==> config.mk <==
export PLATFORM = sky130hd
export DESIGN_NAME = prng_rn_gen
export DESIGN_NICKNAME = d
export VERILOG_FILES = /design/src/rtl/prng_pkg.sv /design/src/rtl/lfsr_galois.sv /design/src/rtl/prng_rn_gen.sv
export SDC_FILE = /design/constraint.sdc
export NUM_CORES = 1
export LEC_CHECK = 0
export BUFFER_PORTS_ARGS = -buffer_cell sky130_fd_sc_hd__buf_2
export CELL_PAD_IN_SITES_DETAIL_PLACEMENT = 1
export CELL_PAD_IN_SITES_GLOBAL_PLACEMENT = 1
export CORE_UTILIZATION = 30
export CTS_CLUSTER_DIAMETER = 50
export DETAILED_ROUTE_END_ITERATION = 7
export PLACE_DENSITY_LB_ADDON = 0.1
export SLEW_MARGIN = 10
export SYNTH_ARGS = -nofsm -noshare
export SYNTH_HDL_FRONTEND = slang
export SYNTH_SLANG_ARGS = --single-unit
==> constraint.sdc <==
create_clock -name clk_prng -period 1.6 [get_ports clk_prng]
set_input_delay 0.08 -clock clk_prng [delete_from_list [all_inputs] [get_ports clk_prng]]
set_output_delay 0.08 -clock clk_prng [all_outputs]
set_load 0.02 [all_outputs]
==> src/rtl/prng_pkg.sv <==
// ---------------------------------------------------------------------------
// prng_pkg
// Shared definitions for the Gen2 pseudo-random number generator.
//   PRNG_POLY16  : default 16-bit Galois tap mask (1 + x^3 + x^4 + x^5 + x^16)
//   PRNG_SEED16  : default non-zero reset / substitute seed
//   prng_state_t : request FSM states
//   slot_mask()  : low-q-bits mask used for the slot counter value
// ---------------------------------------------------------------------------
package prng_pkg;

    localparam logic [15:0] PRNG_POLY16 = 16'h0038;
    localparam logic [15:0] PRNG_SEED16 = 16'h2A6C;

    typedef enum logic [1:0] {
        IDLE = 2'd0,
        GEN  = 2'd1,
        DONE = 2'd2
    } prng_state_t;

    // (1 << q) - 1, saturating to all ones once q reaches the output width.
    function automatic logic [31:0] slot_mask(input logic [3:0] q, input int unsigned width);
        logic [31:0] m;
        if (int'(q) >= int'(width)) begin
            m = '1;
        end else begin
            m = (32'd1 << q) - 32'd1;
        end
        return m;
    endfunction

endpackage

==> src/rtl/lfsr_galois.sv <==
// ---------------------------------------------------------------------------
// lfsr_galois
// Free-running Galois LFSR with synchronous load and zero-state recovery.
// Per edge: load (zero load value replaced by SEED) > zero-state guard > shift.
// Ports:
//   clk_prng   in   clock
//   rst_n      in   asynchronous active-low reset (state <= SEED)
//   load       in   synchronous load strobe
//   load_value in   value to load (0 means "use SEED")
//   state      out  current LFSR register
// ---------------------------------------------------------------------------
module lfsr_galois
    import prng_pkg::*;
#(
    parameter int unsigned          WIDTH = 16,
    parameter logic [WIDTH-1:0]     POLY  = WIDTH'(PRNG_POLY16),
    parameter logic [WIDTH-1:0]     SEED  = WIDTH'(PRNG_SEED16)
) (
    input  logic             clk_prng,
    input  logic             rst_n,
    input  logic             load,
    input  logic [WIDTH-1:0] load_value,
    output logic [WIDTH-1:0] state
);

    // Bit 0 always receives the feedback bit directly, so POLY[0] is ignored.
    localparam logic [WIDTH-1:0] TAPS = POLY & ~WIDTH'(1);

    logic [WIDTH-1:0] shifted;

    always_comb begin
        shifted = {state[WIDTH-2:0], state[WIDTH-1]};
        if (state[WIDTH-1]) begin
            shifted = shifted ^ TAPS;
        end
    end

    // NOTE: sequential state uses non-blocking assignments so every flop
    // samples pre-edge values regardless of process evaluation order.
    always_ff @(posedge clk_prng or negedge rst_n) begin
        if (!rst_n) begin
            state <= SEED;
        end else if (load) begin
            state <= (load_value == '0) ? SEED : load_value;
        end else if (state == '0) begin
            state <= SEED;
        end else begin
            state <= shifted;
        end
    end

endmodule

==> src/rtl/prng_rn_gen.sv <==
// ---------------------------------------------------------------------------
// prng_rn_gen
// RN16 / slot-value generator for the Gen2 tag baseband. A request accepted
// in IDLE lets the LFSR run STEPS further shifts before one value is captured,
// so consecutive outputs are separated by a full register turnover.
// Optional feature macro: PRNG_SLOT_EN (q input and slot register). When it is
// undefined, slot is tied to 0 and q is ignored.
// Ports:
//   clk_prng  in   clock
//   rst_n     in   asynchronous active-low reset
//   seed_ld   in   synchronous seed load (aborts a generation in progress)
//   seed_in   in   seed value (0 selects SEED)
//   req       in   request level, sampled only in IDLE
//   q         in   Gen2 Q value for the slot mask
//   prn       out  current LFSR state
//   busy      out  FSM not in IDLE
//   rn_valid  out  one-cycle pulse when rn/slot are updated
//   rn        out  captured random number
//   slot      out  captured number masked to the low q bits
// ---------------------------------------------------------------------------
module prng_rn_gen
    import prng_pkg::*;
#(
    parameter int unsigned      WIDTH = 16,
    parameter logic [WIDTH-1:0] POLY  = WIDTH'(PRNG_POLY16),
    parameter logic [WIDTH-1:0] SEED  = WIDTH'(PRNG_SEED16),
    parameter int unsigned      STEPS = WIDTH
) (
    input  logic             clk_prng,
    input  logic             rst_n,
    input  logic             seed_ld,
    input  logic [WIDTH-1:0] seed_in,
    input  logic             req,
    input  logic [3:0]       q,
    output logic [WIDTH-1:0] prn,
    output logic             busy,
    output logic             rn_valid,
    output logic [WIDTH-1:0] rn,
    output logic [WIDTH-1:0] slot
);

    localparam int unsigned      CNT_W    = (STEPS > 1) ? $clog2(STEPS) : 1;
    localparam logic [CNT_W-1:0] CNT_LAST = CNT_W'(STEPS - 1);

    prng_state_t      state_q, state_d;
    logic [CNT_W-1:0] cnt_q;
    logic             capture;

    lfsr_galois #(
        .WIDTH (WIDTH),
        .POLY  (POLY),
        .SEED  (SEED)
    ) u_lfsr (
        .clk_prng   (clk_prng),
        .rst_n      (rst_n),
        .load       (seed_ld),
        .load_value (seed_in),
        .state      (prn)
    );

    // A seed load during GEN wins over the capture on the same edge.
    assign capture = (state_q == GEN) && !seed_ld && (cnt_q == CNT_LAST);

    // NOTE: the async reset branch covers every flop here, including the
    // captured data, so a mid-generation reset leaves no stale number behind.
    always_ff @(posedge clk_prng or negedge rst_n) begin
        if (!rst_n) begin
            state_q <= IDLE;
        end else begin
            state_q <= state_d;
        end
    end

    // NOTE: state_d gets a default before the case so no path leaves it
    // unassigned (which would infer a latch).
    always_comb begin
        state_d = state_q;
        unique case (state_q)
            IDLE: if (req && !seed_ld) state_d = GEN;
            GEN: begin
                if (seed_ld)      state_d = IDLE;
                else if (capture) state_d = DONE;
            end
            DONE:    state_d = IDLE;
            default: state_d = IDLE;
        endcase
    end

    // Outputs decode the state register only, so they are glitch-free and
    // have no combinational path from any input.
    always_comb begin
        busy     = (state_q != IDLE);
        rn_valid = (state_q == DONE);
    end

    // cnt is 0 on entry to GEN and counts edges spent there.
    always_ff @(posedge clk_prng or negedge rst_n) begin
        if (!rst_n) begin
            cnt_q <= '0;
        end else if (state_q == GEN) begin
            cnt_q <= cnt_q + CNT_W'(1);
        end else begin
            cnt_q <= '0;
        end
    end

    always_ff @(posedge clk_prng or negedge rst_n) begin
        if (!rst_n) begin
            rn <= '0;
        end else if (capture) begin
            rn <= prn;
        end
    end

`ifdef PRNG_SLOT_EN
    always_ff @(posedge clk_prng or negedge rst_n) begin
        if (!rst_n) begin
            slot <= '0;
        end else if (capture) begin
            slot <= prn & WIDTH'(slot_mask(q, WIDTH));
        end
    end
`else
    logic unused_q;
    assign unused_q = ^q;
    assign slot     = '0;
`endif

endmodule

==> results of run 1 <==
==> final timing paths <==
path / cells after the start / slack (ns) / startpoint / endpoint
hold reg to reg: 1 / 0.47 / state_q[1] / state_q[0]
setup reg to reg: 5 / 0.04 / cnt_q[0] / rn[14]
max in group asynchronous: 3 / 0.85 / rst_n / u_lfsr.state[13]
setup / recovery: 5 / 0.04 / cnt_q[0] / rn[14]
min in group asynchronous: 3 / 0.38 / rst_n / rn[2]
hold / removal: 3 / 0.01 / seed_in[4] / u_lfsr.state[4]
==> sequential cells by signal (all words and copies together), names as in the netlist <==
| signal | cells |
|---|---|
| state_q | 2 |
| u_lfsr.state | 16 |
| cnt_q | 4 |
| rn | 16 |
==> cell type report <==
class,count,area (um^2)
fillers,641,3310
flip-flops and latches,38,960
multi-input cells,77,643
repair buffers,63,350
well taps,72,90.1
clock buffers,5,68.8
clock inverters,3,40.0
inverters,2,7.51
==> cells in the mapped netlist <==
library cell	n	area, um^2
buf_6	1	11.3
mux2i_1	1	10.0
dfrtp_1	31	776
nand2_1	1	3.75
nor2b_1	1	6.26
o32a_2	2	22.5
or3_1	1	6.26
clkbuf_1	4	15.0
o32a_1	5	50.1
xnor2_1	2	17.5
nand3_1	2	10.0
or2_2	1	6.26
nor4_1	4	25.0
or4_4	3	33.8
dfstp_2	7	184
conb_1	1	3.75
nor2_1	4	15.0
mux2_2	24	270
and4_1	1	8.76
inv_1	2	7.51
nand2b_1	1	6.26
or4_1	1	7.51
buf_2	1	5.00
buf_4	16	120
nor3_1	1	5.00
ha_1	1	12.5
o41ai_4	1	27.5
o21ai_0	1	5.00
xor2_1	3	26.3
==> logic make-up (layout without fill, tap and decap cells) <==
logic type / Yosys count / after routing / synth area share (%)
compound gates: 9 / 9 / 6.19
mux: 25 / 25 / 16.5
fa+ha+maj: 1 / 1 / 0.737
flops: 38 / 38 / 56.5
simple gates: 21 / 21 / 7.89
xor+xnor: 5 / 5 / 2.58
buf+inv: 24 / 73 / 9.36
other cells: 1 / 16 / 0.221
==> per-stage QoR <==
stage                     cell area (um^2)  hold WS, ns
after CTS                             2140       0.0109
final                                 2160       0.0142
after floorplan                       1750       -0.216
after global routing                  2160       0.0182
after global placement                2010        0.156
after detailed placement              2010        0.171
==> worst min-delay path, delay by kind of cell <==
| family | cells | cell delay [ns] |
|---|---|---|
| AND/OR/NAND/NOR | 1 | 0.04 |
| AO/OA/AOI/OAI | 1 | 0.06 |
| buffers and inverters | 1 | 0.09 |
==> power groups by stage <==
stage	registers (mW)	clock network [mW]	logic, mW
global placement	1.10	0	0.305
floorplan	1.14	0	0.154
CTS	1.08	0.836	0.314
detailed placement	1.10	0	0.308
global route	1.09	0.882	0.336
finish	1.08	0.803	0.311
==> metal layers <==
metal,track usage [%],wire [um],vias up
met4,5.09,49,0
met2,24.2,2030,46
met3,4.76,249,6
met1,18.4,1790,584
li1,-,-,535
met5,0,0,-
==> repair_timing <==
action / CTS / global route
setup buffers: 1 / 1
resized for setup: 1 / 3
hold endpoints to repair: 31 / 0
hold buffers: 1 / 0
pin swaps: 0 / 1
setup endpoints to repair: 16 / 16
==> impl_metrics.py, run 1 <==
metrics = {
    "cts": {
        "cts_sinks": 38,
        "cts_buffers": 5,
        "clock_latency_ns": 0.29,
        "clk_pin_slew_ns": 0.08,
        "clockRootBuffer": "clkbuf_8",
        "cts_tree": "done",
        "h-tree-depth": 2,
        "ctsLongestPathBuffers": 2,
    },
    "routing": {
        "drt_first_iter_violations": 42,
        "antenna_left": 0,
        "routedWlPerCell_um": 15.8,
        "totalWireLength_um": 4110,
        "drtPass1Iterations": 4,
        "drc_errors": 0,
        "route.vias.total": 1171,
        "via_per_inst": 4.50,
    },
    "run_status": {
        "outcome": "completed",
    },
    "pwr": {
        "comb_power_share_pct": 14.2,
        "vdd_drop_max_v": 0.000569,
        "powerDensity_nw_per_um2": 1020,
        "swShare_pct": 26.9,
        "finalPower_mw": 2.19,
        "leakage_nw": 1.12,
        "p_switching_mw": 0.589,
        "power_frac_clock_pct": 36.6,
        "intPower_mw": 1.60,
        "power_frac_seq_pct": 49.2,
    },
    "final_layout": {
        "drive_gt1_share_pct": 58.5,
        "layout.nets": 212,
        "final_cell_mix": "53 x buf_2, 31 x dfrtp_1, 24 x mux2_2",
        "stdcell_count": 260,
        "mostFrequentLayoutCell": "buf_2",
        "diodes": 0,
        "syn_to_final_growth_pct": 27.2,
        "final_util_pct": 39.5,
    },
    "logic_synthesis": {
        "synth-seq-area-share_pct": 56.5,
        "avgSynthCellArea_um2": 13.7,
        "synth_area_um2": 1700,
        "ys_types": 29,
        "synth_seq_cells": 38,
        "yosys_warnings": 0,
        "syn-instance-count": 124,
    },
    "grt": {
        "grt_pass1_vias": 1274,
        "grt_pass1_wl_um": 6730,
        "track_usage_pct": 14.9,
        "grt_max_degree": 39,
        "antenna_found_initial": 0,
        "globalRoute.totalOverflow": 0,
    },
    "sta": {
        "min_period_over_period_pct": 97.4,
        "fmax_mhz": 641,
        "fin_skew_ns": 0.00268,
        "setup_tns_ns": 0,
        "hold_viol": 0,
        "slew_violations": 0,
        "timing.final.ws_setup_ns": 0.0410,
        "finalSetupViolCount": 0,
        "min_period_ns": 1.56,
    },
    "critical_path": {
        "crit_arrival_ns": 1.74,
        "crit_path_max_incr_delay_ns": 0.37,
        "start_kind": "flip-flop",
        "cp_max_fo": 8,
        "cp_slowest_cell": "dfrtp_1",
        "crit_family": "simple AND/OR/NAND/NOR gates",
        "worstPathCellList": "ha_2 > nand3_1 > or3_4 > buf_6 > mux2_2",
        "endpoint_kind": "flip-flop",
        "required_ns": 1.78,
        "crit_buf_inv": 1,
        "criticalPathCategory": "reg2reg",
    },
    "floorplan": {
        "initial_core_util_pct": 31.0,
        "dieArea_um2": 5960,
        "core_area_um2": 5470,
        "dieWidth_um": 77.2,
        "row_count": 27,
        "io_pins": 74,
        "chipHeight_um": 77.2,
    },
    "hold_path": {
        "hp-class": "in2reg",
    },
    "placed_design": {
        "post-place-ws_ns": -0.0242,
        "io_buffers": 53,
        "dp_cells": 249,
        "place.gp.congestion": 0.737,
        "hpwl_um": 3010,
    },
    "flow_run": {
        "maxCapViolations": 0,
    },
}
Power figures use the tool's default switching activity.
==> run 2: changes to the inputs <==
--- a/config.mk
+++ b/config.mk
@@ -11,8 +11,11 @@
 export CORE_UTILIZATION = 30
 export CTS_CLUSTER_DIAMETER = 50
 export DETAILED_ROUTE_END_ITERATION = 7
+export GPL_ROUTABILITY_DRIVEN = 0
+export HOLD_SLACK_MARGIN = 0.02
 export PLACE_DENSITY_LB_ADDON = 0.1
 export SLEW_MARGIN = 10
 export SYNTH_ARGS = -nofsm -noshare
 export SYNTH_HDL_FRONTEND = slang
+export SYNTH_HIERARCHICAL = 1
 export SYNTH_SLANG_ARGS = --single-unit
==> impl_metrics.py, run 2 <==
metrics = {
    "grt": {
        "track_usage_pct": 14.8,
        "globalRoute.totalOverflow": 0,
        "grt_pass1_wl_um": 6780,
        "grt_max_degree": 39,
        "antenna_found_initial": 0,
        "grt_pass1_vias": 1251,
    },
    "logic_synthesis": {
        "yosysMostFrequentCell": "dfrtp_1",
        "synthArstFlopShare_pct": 100,
        "synth_area_um2": 1750,
        "avgSynthCellArea_um2": 14.2,
        "yosys_warnings": 6,
        "yosysTopAreaCell": "dfrtp_1",
        "syn-instance-count": 123,
        "synth-seq-area-share_pct": 55.0,
        "yosys-top-cells-area": "dfrtp_1 44%, dfstp_2 11%, mux2_2 9.7%, mux2_4 7.7%, buf_4 6.9%",
        "synth_seq_cells": 38,
        "synth_edf_count": 0,
        "synthTopCellsByCount": "31 x dfrtp_1, 16 x buf_4, 15 x mux2_2, 9 x mux2_4, 7 x dfstp_2",
        "synth-main-ff-cell": "dfrtp_1",
        "synth_top_area_share_pct": 44.4,
        "ys_types": 29,
    },
    "pwr": {
        "comb_power_share_pct": 15.1,
        "swShare_pct": 28.0,
        "power_frac_seq_pct": 52.3,
        "finalPower_mw": 2.07,
        "intPower_mw": 1.49,
        "vdd_drop_max_v": 0.000292,
        "p_switching_mw": 0.580,
        "powerDensity_nw_per_um2": 933,
        "leakage_nw": 1.16,
        "power_frac_clock_pct": 32.6,
    },
    "cts": {
        "post-cts-setup-buffer-count": 0,
        "ctsLongestPathBuffers": 2,
        "clk_pin_slew_ns": 0.07,
        "clock_latency_ns": 0.29,
        "clockRootBuffer": "clkbuf_8",
        "cts_buffers": 5,
        "h-tree-depth": 2,
        "cts_sinks": 38,
        "postCtsHoldBufs": 4,
        "cts_tree": "done",
        "cts_resized": 0,
    },
    "placed_design": {
        "io_buffers": 53,
        "placed_area_um2": 2090,
        "hpwl_um": 3120,
    },
    "sta": {
        "slew_violations": 0,
        "finalSetupViolCount": 0,
        "hold_viol": 0,
        "min_period_ns": 1.54,
        "fin_skew_ns": 0.00295,
        "min_period_over_period_pct": 96.1,
        "setup_tns_ns": 0,
        "rsz0062_at_grt": "no",
        "fmax_mhz": 650,
    },
    "run_status": {
        "outcome": "completed",
    },
    "routing": {
        "route.vias.total": 1220,
        "antenna_left": 0,
        "drt_first_iter_violations": 25,
        "drtPass1Iterations": 4,
        "via_per_inst": 4.66,
        "routedWlPerCell_um": 15.9,
        "totalWireLength_um": 4160,
        "drc_errors": 0,
    },
    "final_layout": {
        "stdcell_area_um2": 2220,
        "top_regs": "rn (16), u_lfsr/state (16), cnt_q (4)",
        "multi_input_area_um2": 692,
        "drive_gt1_share_pct": 57.9,
        "diodes": 0,
        "fillers": 632,
        "mostFrequentLayoutCell": "buf_2",
        "syn_to_final_growth_pct": 27.4,
        "layout.nets": 214,
        "final_cell_mix": "53 x buf_2, 31 x dfrtp_1, 16 x conb_1",
        "final_util_pct": 40.1,
        "register_area_um2": 960,
    },
    "floorplan": {
        "core_area_um2": 5540,
        "initial_core_util_pct": 31.5,
        "dieArea_um2": 6130,
        "chipHeight_um": 78.3,
        "dieWidth_um": 78.3,
        "row_count": 27,
        "io_pins": 74,
    },
    "critical_path": {
        "criticalPathCategory": "in2reg",
        "endpoint_kind": "flip-flop",
        "cp_max_fo": 4,
        "crit_family": "buffers and inverters",
        "crit_buf_inv": 3,
        "start_kind": "input pin",
        "required_ns": 1.84,
        "crit_path_max_incr_delay_ns": 0.53,
        "worstPathCellList": "dlygate4sd3_1 > buf_2 > or4_1 > o41ai_4 > buf_4 > o32a_2",
        "cp_slowest_cell": "dlygate4sd3_1",
        "crit_arrival_ns": 1.78,
    },
    "flow_run": {
        "maxCapViolations": 0,
    },
    "hold_path": {
        "hp-class": "in2reg",
    },
}
run 2: cell types whose count changed after synthesis, sizes merged:
cell / before / now
mux2i: 1 / 0
a2111oi: 0 / 1
nor3: 1 / 0
buf: 18 / 17
and3: 0 / 1
or3: 1 / 0
clkbuf: 4 / 3
nor2: 4 / 6
run 2: final timing paths:
path	to	slack (ns)	cells after the start	start
worst max-delay path	u_lfsr/state[6]	0.06	6	seed_in[6]
worst min-delay path	u_lfsr/state[13]	0.03	2	seed_in[13]
worst max register to register	rn[13]	0.08	5	cnt_q[0]
worst min register to register	cnt_q[0]	0.48	1	cnt_q[0]
max in group asynchronous	u_lfsr/state[3]	0.86	3	rst_n
min in group asynchronous	rn[15]	0.37	3	rst_n
run 2: layout make-up:
cell class / instances / share of cell area [%]
flip-flops and latches: 38 / 43.2
multi-input cells: 78 / 31.1
inverters: 2 / 0.338
clock buffers: 7 / 3.88
repair buffers: 64 / 17.2
clock inverters: 1 / 0.225
well taps: 72 / 4.05
run 2: cell families after synthesis:
family	Yosys count	share of synthesized area [%]
buffers and inverters	22	8.60
AOI/OAI and AO/OA	10	6.74
and+or+nand+nor	22	8.82
xor gates and xnor gates	5	2.51
other	1	0.215
muxes	24	17.4
adders and majority gates	1	0.717
DFF	38	55.0
run 2: per-stage QoR:
step / instances / setup WS (ns) / hold slack, ns
5_1_grt: 262 / 0.0137 / 0.0288
3_3_place_gp: 250 / 0.115 / 0.155
2_1_floorplan: 138 / 0.125 / -0.216
4_1_cts: 262 / 0.0481 / 0.0220
6_report: 262 / 0.0626 / 0.0331
3_5_place_dp: 250 / 0.0888 / 0.164
run 2: routing by layer:
layer  part of all wire [%]  global-route usage, %  vias to the layer above
met5                      0                      0                        -
li1                       -                      -                      544
met1                     45                   19.9                      625
met4                    1.5                   5.56                        0
met3                    5.3                   4.53                        6
met2                     48                   22.5                       45
run 2: power groups by stage:
stage | sequential, mW | combinational [mW] | clock (mW)
floorplan | 1.14 | 0.151 | 0
global placement | 1.10 | 0.299 | 0
detailed placement | 1.10 | 0.306 | 0
CTS | 1.09 | 0.315 | 0.706
global route | 1.09 | 0.336 | 0.741
finish | 1.08 | 0.313 | 0.677
run 2: worst register-to-register path, stage by stage, from the launching register on:
cell,delay (ns)
dfrtp_1,0.40
ha_1,0.24
and3_4,0.19
nand3_4,0.10
buf_12,0.15
mux2_2,0.33
==> run 3: changes to the inputs <==
--- a/config.mk
+++ b/config.mk
@@ -6,14 +6,11 @@
 export NUM_CORES = 1
 export LEC_CHECK = 0
 export BUFFER_PORTS_ARGS = -buffer_cell sky130_fd_sc_hd__buf_2
-export CELL_PAD_IN_SITES_DETAIL_PLACEMENT = 1
-export CELL_PAD_IN_SITES_GLOBAL_PLACEMENT = 1
 export CORE_UTILIZATION = 30
 export CTS_CLUSTER_DIAMETER = 50
 export DETAILED_ROUTE_END_ITERATION = 7
 export GPL_ROUTABILITY_DRIVEN = 0
 export HOLD_SLACK_MARGIN = 0.02
-export PLACE_DENSITY_LB_ADDON = 0.1
 export SLEW_MARGIN = 10
 export SYNTH_ARGS = -nofsm -noshare
 export SYNTH_HDL_FRONTEND = slang
==> impl_metrics.py, run 3 (synthesized netlist as in run 2, its figures left out) <==
metrics = {
    "run_status": {
        "outcome": "completed",
    },
    "grt": {
        "track_usage_pct": 13.2,
        "grt_pass1_vias": 1262,
        "gr-usage-met1_pct": 16.0,
        "grtUsageMet2_pct": 22.1,
        "grt_pass1_wl_um": 6150,
        "globalRoute.totalOverflow": 0,
        "gr-max-usage-layer": "met2",
        "use_met3_pct": 3.49,
        "grt_max_degree": 39,
        "antenna_found_initial": 0,
    },
    "floorplan": {
        "row_count": 27,
        "dieArea_um2": 6130,
        "chipHeight_um": 78.3,
        "dieWidth_um": 78.3,
        "initial_core_util_pct": 31.5,
        "core_area_um2": 5540,
        "io_pins": 74,
    },
    "final_layout": {
        "register_area_um2": 960,
        "drive_gt1_share_pct": 57.7,
        "layout.nets": 213,
        "stdcell_count": 261,
        "mostFrequentLayoutCell": "buf_2",
        "fillers": 570,
        "final_cell_mix": "51 x buf_2, 31 x dfrtp_1, 16 x conb_1",
        "multi_input_area_um2": 707,
        "top_regs": "rn (16), u_lfsr/state (16), cnt_q (4)",
        "diodes": 0,
        "syn_to_final_growth_pct": 28.4,
        "final_util_pct": 40.4,
    },
    "critical_path": {
        "cp_max_fo": 8,
        "reg2reg_depth": 5,
        "required_ns": 1.77,
        "start_kind": "flip-flop",
        "crit_arrival_ns": 1.68,
        "r2r-start": "cnt_q[0]",
        "endpoint_kind": "flip-flop",
        "rrSetupSlack_ns": 0.09,
        "criticalPathCategory": "reg2reg",
        "regToRegEndpoint": "rn[9]",
    },
    "sta": {
        "rsz0062_at_grt": "no",
        "hold_ws_ns": 0.0295,
        "slew_violations": 0,
        "finalSetupViolCount": 0,
        "fin_skew_ns": 0.00600,
        "fmax_mhz": 664,
        "hold_viol": 0,
        "min_period_ns": 1.51,
        "min_period_over_period_pct": 94.1,
        "setup_tns_ns": 0,
        "timing.final.ws_setup_ns": 0.0938,
    },
    "cts": {
        "clockRootBuffer": "clkbuf_8",
        "cts_buffers": 5,
        "cts_tree": "done",
        "h-tree-depth": 2,
        "ctsLongestPathBuffers": 2,
        "cts_sinks": 38,
        "post-cts-setup-buffer-count": 0,
        "clk_pin_slew_ns": 0.07,
        "clock_latency_ns": 0.29,
    },
    "placed_design": {
        "dp_cells": 250,
        "post-place-ws_ns": 0.101,
        "hpwl_um": 2770,
        "io_buffers": 53,
    },
    "hold_path": {
        "holdPathStages": 2,
        "min_from": "seed_in[11]",
        "hp-class": "in2reg",
        "holdPathEnd": "u_lfsr/state[11]",
    },
    "pwr": {
        "vdd_drop_max_v": 0.000444,
        "swShare_pct": 27.4,
        "leakage_nw": 1.17,
        "p_switching_mw": 0.565,
        "comb_power_share_pct": 15.2,
        "powerDensity_nw_per_um2": 921,
        "intPower_mw": 1.50,
        "power_frac_seq_pct": 52.5,
        "power_frac_clock_pct": 32.3,
    },
    "routing": {
        "drtPass1Iterations": 4,
        "totalWireLength_um": 3730,
        "drc_errors": 0,
        "antenna_left": 0,
        "route.vias.total": 1173,
        "drt_first_iter_violations": 24,
        "routedWlPerCell_um": 14.3,
        "via_per_inst": 4.49,
    },
    "flow_run": {
        "maxCapViolations": 0,
    },
}
==> run 3: cell count changes in the layout (fill, tap and decap cells not counted) <==
cell            change
buf_2               -2
dlymetal6s4s_1      +1
o32a_2              -1
o32a_4              +1
or4_1               -1
or4_4               +1
==> run 3: final cells by class <==
| class | instances | area share [%] |
|---|---|---|
| Inverter | 2 | 0.335 |
| Timing Repair Buffer | 63 | 17.2 |
| Tap cell | 72 | 4.02 |
| Multi-Input combinational cell | 78 | 31.5 |
| Sequential cell | 38 | 42.8 |
| Clock inverter | 1 | 0.223 |
| Clock buffer | 7 | 3.85 |
==> run 3: what timing repair did <==
item | 4_1_cts | 5_1_grt
hold endpoints to repair | 35 | 0
gates resized for setup | 0 | 3
endpoints found under the setup margin | 0 | 7
hold buffers | 5 | 0
==> run 3: metrics by stage <==
step / total power [mW] / instance area [um^2]
2_1_floorplan: 1.30 / 1800
3_3_place_gp: 1.40 / 2090
3_5_place_dp: 1.40 / 2090
4_1_cts: 2.09 / 2230
5_1_grt: 2.17 / 2240
6_report: 2.06 / 2240
==> run 3: worst max-delay path by stage <==
stage,startpoint,end
CTS,seed_in[5],u_lfsr/state[2]
floorplan,cnt_q[0],rn[0]
global route,u_lfsr/state[8],u_lfsr/state[3]
finish,cnt_q[0],rn[9]
global placement,seed_in[8],u_lfsr/state[2]
detailed placement,cnt_q[0],rn[9]
==> run 3: power groups by stage <==
stage | Combinational, mW | Sequential (mW) | Clock, mW
after global placement | 0.300 | 1.10 | 0
after floorplan | 0.151 | 1.14 | 0
after detailed placement | 0.303 | 1.10 | 0
after CTS | 0.313 | 1.08 | 0.696
final | 0.313 | 1.08 | 0.667
after global routing | 0.338 | 1.09 | 0.743
==> run 3: metal layers <==
metal | wire length (um) | vias up
li1 | - | 539
met1 | 1660 | 582
met2 | 1770 | 47
met3 | 255 | 5
met4 | 48 | 0
met5 | 0 | -
==> run 3: worst max-delay path: stages (launching register included) <==
cell	delay, ns
dfrtp_1	0.40
ha_1	0.24
and3_4	0.19
nand3_4	0.10
buf_12	0.13
mux2_2	0.32
